===== src/rtl/operand_entry_fsm.sv =====
// Keypad operand entry: collects two BCD operands of up to three digits,
// converts them to binary and hands them to the adder with a start pulse.
module operand_entry_fsm #(
    parameter logic [3:0] KEY_ENTER = 4'hA,
    parameter logic [3:0] KEY_BACK  = 4'hB,
    parameter logic [3:0] KEY_CLEAR = 4'hC
) (
    input  logic        clk,
    input  logic        reset,
    input  logic        key_valid,
    input  logic [3:0]  key_code,
    input  logic        sum_valid,
    output logic [11:0] number1,
    output logic [11:0] number2,
    output logic        start_suma,
    output logic [11:0] entry_bcd,
    output logic [1:0]  digit_count,
    output logic        operand_sel,
    output logic        done
);

    typedef enum logic [2:0] {
        ENTRY_A,
        ENTRY_B,
        START,
        WAIT_SUM,
        DONE
    } state_t;

    state_t      state_q, state_d;
    logic [11:0] num1_q, num1_d;
    logic [11:0] num2_q, num2_d;
    logic [11:0] bcd_q, bcd_d;
    logic [1:0]  cnt_q, cnt_d;
    logic        sel_q, sel_d;

    logic        is_digit, is_enter, is_back, is_clear;
    logic [11:0] bcd_value;

    assign is_digit = key_valid && (key_code <= 4'd9);
    assign is_enter = key_valid && (key_code == KEY_ENTER);
    assign is_back  = key_valid && (key_code == KEY_BACK);
    assign is_clear = key_valid && (key_code == KEY_CLEAR);

    // Max 9*100 + 9*10 + 9 = 999, so 12 bits never overflow.
    assign bcd_value = ({8'h00, bcd_q[11:8]} * 12'd100)
                     + ({8'h00, bcd_q[7:4]} * 12'd10)
                     + {8'h00, bcd_q[3:0]};

    always_comb begin
        state_d = state_q;
        num1_d  = num1_q;
        num2_d  = num2_q;
        bcd_d   = bcd_q;
        cnt_d   = cnt_q;
        sel_d   = sel_q;
        if (is_clear) begin
            state_d = ENTRY_A;
            num1_d  = 12'h000;
            num2_d  = 12'h000;
            bcd_d   = 12'h000;
            cnt_d   = 2'd0;
            sel_d   = 1'b0;
        end else begin
            unique case (state_q)
                ENTRY_A, ENTRY_B: begin
                    if (is_digit && cnt_q != 2'd3) begin
                        bcd_d = {bcd_q[7:0], key_code};
                        cnt_d = cnt_q + 2'd1;
                    end else if (is_back && cnt_q != 2'd0) begin
                        bcd_d = {4'h0, bcd_q[11:4]};
                        cnt_d = cnt_q - 2'd1;
                    end else if (is_enter && cnt_q != 2'd0) begin
                        bcd_d = 12'h000;
                        cnt_d = 2'd0;
                        if (state_q == ENTRY_A) begin
                            num1_d  = bcd_value;
                            sel_d   = 1'b1;
                            state_d = ENTRY_B;
                        end else begin
                            num2_d  = bcd_value;
                            state_d = START;
                        end
                    end
                end
                START: state_d = WAIT_SUM;
                WAIT_SUM: begin
                    if (sum_valid) state_d = DONE;
                end
                DONE: begin
                    // A new digit starts a fresh calculation as the first digit of A.
                    if (is_digit) begin
                        num1_d  = 12'h000;
                        num2_d  = 12'h000;
                        bcd_d   = {8'h00, key_code};
                        cnt_d   = 2'd1;
                        sel_d   = 1'b0;
                        state_d = ENTRY_A;
                    end
                end
                default: state_d = ENTRY_A;
            endcase
        end
    end

    always_ff @(posedge clk) begin
        if (reset) begin
            state_q <= ENTRY_A;
            num1_q  <= 12'h000;
            num2_q  <= 12'h000;
            bcd_q   <= 12'h000;
            cnt_q   <= 2'd0;
            sel_q   <= 1'b0;
        end else begin
            state_q <= state_d;
            num1_q  <= num1_d;
            num2_q  <= num2_d;
            bcd_q   <= bcd_d;
            cnt_q   <= cnt_d;
            sel_q   <= sel_d;
        end
    end

    assign number1     = num1_q;
    assign number2     = num2_q;
    assign entry_bcd   = bcd_q;
    assign digit_count = cnt_q;
    assign operand_sel = sel_q;
    assign start_suma  = (state_q == START);
    assign done        = (state_q == DONE);

endmodule


===== config.mk =====
export PLATFORM = sky130hd
export DESIGN_NAME = operand_entry_fsm
export DESIGN_NICKNAME = d
export VERILOG_FILES = /design/src/rtl/operand_entry_fsm.sv
export SDC_FILE = /design/constraint.sdc
export NUM_CORES = 1
export LEC_CHECK = 0
export BUFFER_PORTS_ARGS = -buffer_cell sky130_fd_sc_hd__buf_2
export CAP_MARGIN = 20
export CORE_MARGIN = 1
export CORE_UTILIZATION = 50
export DETAILED_ROUTE_END_ITERATION = 8
export GPL_ROUTABILITY_DRIVEN = 0
export HOLD_SLACK_MARGIN = 0.05
export PLACE_DENSITY = 0.85
export SYNTH_ARGS = -nofsm -noshare
export SYNTH_HDL_FRONTEND = slang
export SYNTH_SLANG_ARGS = --single-unit

===== constraint.sdc =====
create_clock -name clk -period 2.9 [get_ports clk]
set_input_delay 0.29 -clock clk [delete_from_list [all_inputs] [get_ports clk]]
set_output_delay 0.29 -clock clk [all_outputs]
set_load 0.02 [all_outputs]

==> metrics <==
Hold Buf Count CTS 0; Core Area 4850 um^2; share of the synthesized area in the top cell type between 30% and 40%; Peak VDD IR 0.305 mV; count of input and output buffers 48; top_reg_cell synth dfxtp_1; synthesized instance count 300; CTS Root Cell clkbuf_8; total grt overflow 0; Max Clock Skew 16.9 ps; Slew @ Worst Pin 816 ps; first-pass GRT wire length ~10 mm; vias in the first global route 2216; worst hold margin between 200 and 300 ps; hold path start key_code[0]; Detailed Route WL 6.71 mm; Area Growth Syn to Fin 26.5%; Clk pin slew, worst setup/hold paths around 80 ps; Setup crit end kind flop; vias 2383; Clock Latency Late Sink 310 ps; Seq/Total Area, Yosys 32.6%; top-count cell post-synth nand2_1; Initial Utilization 53.2%; final period utilization 99.0%; number of CTS-inserted buffers 5; Final setup viols 0; initial drt markers 132; wire per inst 15.8 um; IO Pins between 40 and 50; Hold Crit Class input port to flop; Final Power 1050 uW; Peak Freq 0.348 GHz; critical path type flop to flop; Hold Crit Endpoint entry_bcd[0]; commonest cells in the netlist nand2_1, dfxtp_1, a21oi_1, ha_1, nand3_1; flop-to-flop setup slack 30 ps; total of max-cap violations 0; Mapped Area 2580 um^2; power per cell area 322 nW/um^2; Worst EP required 3100 ps; Post-synth EDFFs 0; leading area contributor after synthesis dfxtp_1; Post-synth ARST share 0%; number of synthesized register bits 42; die height 73.8 um; Hold Vio Cnt, Final 0; top cells by area, synth dfxtp_1, ha_1, nand2_1, a21oi_1, fa_1; Yosys cell types 47; CTS tree built; drt first pass iters 4; min Tclk post-route 2870 ps; n_diodes 0; LEAKAGE 0.00143 uW; post-DP HPWL 4.50 mm; layout cells sized above 1 about a third; fin. max-slew vios 0; DP Cell Count 415; CP Launch Type flop; area of the die 5450 um^2; vias per cell 5.61; syn nets 340; fillers 380; hold path cells 3; unrepaired setup endpoints after global routing yes; R2R Path End number1[10]; multi-input logic area about 1800 um^2; Syn Area/Cell 8.59 um^2; total track usage 25.1%; # DRC 0; Slew HR between 40% and 50%; non-filler instance count after layout between 400 and 500; cell area after layout 3260 um^2; Reg2Reg Depth 11; Die Width 73.8 um; synthesis warning total 0; CTS H-tree depth 2; CP max FO 2; initial antenna violation count 0; largest net degree at the start of global routing 29; num rows 25; CTS Sinks 42; Arr. time, crit path 3070 ps; Max Buffers Root-to-Sink 2; status finished, final reports clean; RR Startpoint entry_bcd[7]; fin nets approximately 400; FF+latch area 853 um^2; Area after DPL 2940 um^2; number of antenna-violating nets in the routed design 0
-- power breakdown --
group / internal (uW) / switching (uW)
logic: 21.1 / 47.8
clock network: 192 / 212
registers: 576 / 3.26
-- sequential cells by signal, summed over array words and instances (netlist names) --
name / flops
entry_bcd: 12
number1: 12
operand_sel: 1
digit_count: 2
number2: 12
state_q: 3
-- cells in the final DEF, fill, tap and decap left out, drive strengths merged, types with 5 or more instances in the layout --
master	synthesis	routed
a21o	5	5
a21oi	29	29
and2	6	6
and3	5	5
buf	8	66
clkbuf	8	6
dfxtp	42	42
fa	5	5
ha	27	27
inv	9	9
nand2	45	45
nand3	20	20
nor2	17	17
o21ai	14	14
o31ai	9	9
xnor2	5	5
xor2	5	5
-- layer usage --
layer | part of all wire [%] | global-route usage, %
met1 | 42 | 30.1
met2 | 52 | 45.0
met3 | 3.6 | 4.12
met4 | 2.7 | 9.19
met5 | 0 | 0
-- stage by stage --
| step | setup TNS, ps | util, % | worst slack, ps |
|---|---|---|---|
| floorplan | 0 | - | 7.78 |
| global placement | -64.6 | 60.7 | -18.4 |
| detailed placement | -920 | 60.7 | -143 |
| CTS | -26.0 | 63.8 | -10.1 |
| global route | -458 | 67.3 | -120 |
| finish | 0 | 67.3 | 29.0 |
-- timing repair --
| item | CTS | global route |
|---|---|---|
| buffers inserted | 0 | 2 |
| pin swaps | 10 | 15 |
| gates resized for setup | 10 | 28 |
| endpoints found under the setup margin | 10 | 12 |
-- final cells by class --
| class | count | area share [%] |
|---|---|---|
| well taps | 67 | 2.57 |
| repair buffers | 66 | 11.5 |
| clock inverters | 2 | 0.384 |
| multi-input cells | 232 | 55.7 |
| clock buffers | 6 | 2.53 |
| inverters | 10 | 1.15 |
| flip-flops and latches | 42 | 26.2 |
-- cell families (layout without fill, tap and decap cells) --
group           after synthesis  after routing  synth area share (%)
simple gates                109            109                  20.0
mux                           4              4                  1.55
xor+xnor                     10             10                  3.40
flops                        42             42                  32.6
compound gates               77             77                  20.2
fa+ha+maj                    32             32                  17.0
buf+inv                      26             84                  5.19
-- worst max-delay path: stages, from the launching register on --
cell,delay (ps)
dfxtp_4,360
ha_4,240
ha_4,160
fa_2,380
xor2_2,190
ha_4,230
ha_4,170
or3_4,380
o221ai_2,200
xor2_1,120
buf_4,170
a32o_1,190
-- worst max path at each step --
| stage | end | slack, ps | from |
|---|---|---|---|
| floorplan | number1[9] | 8 | entry_bcd[5] |
| detailed placement | number2[10] | -140 | entry_bcd[5] |
| global placement | number1[8] | -20 | entry_bcd[5] |
| global route | number2[11] | -120 | entry_bcd[7] |
| CTS | number1[11] | -10 | entry_bcd[5] |
| finish | number1[10] | 30 | entry_bcd[7] |
(Power assumes the default switching activity.)
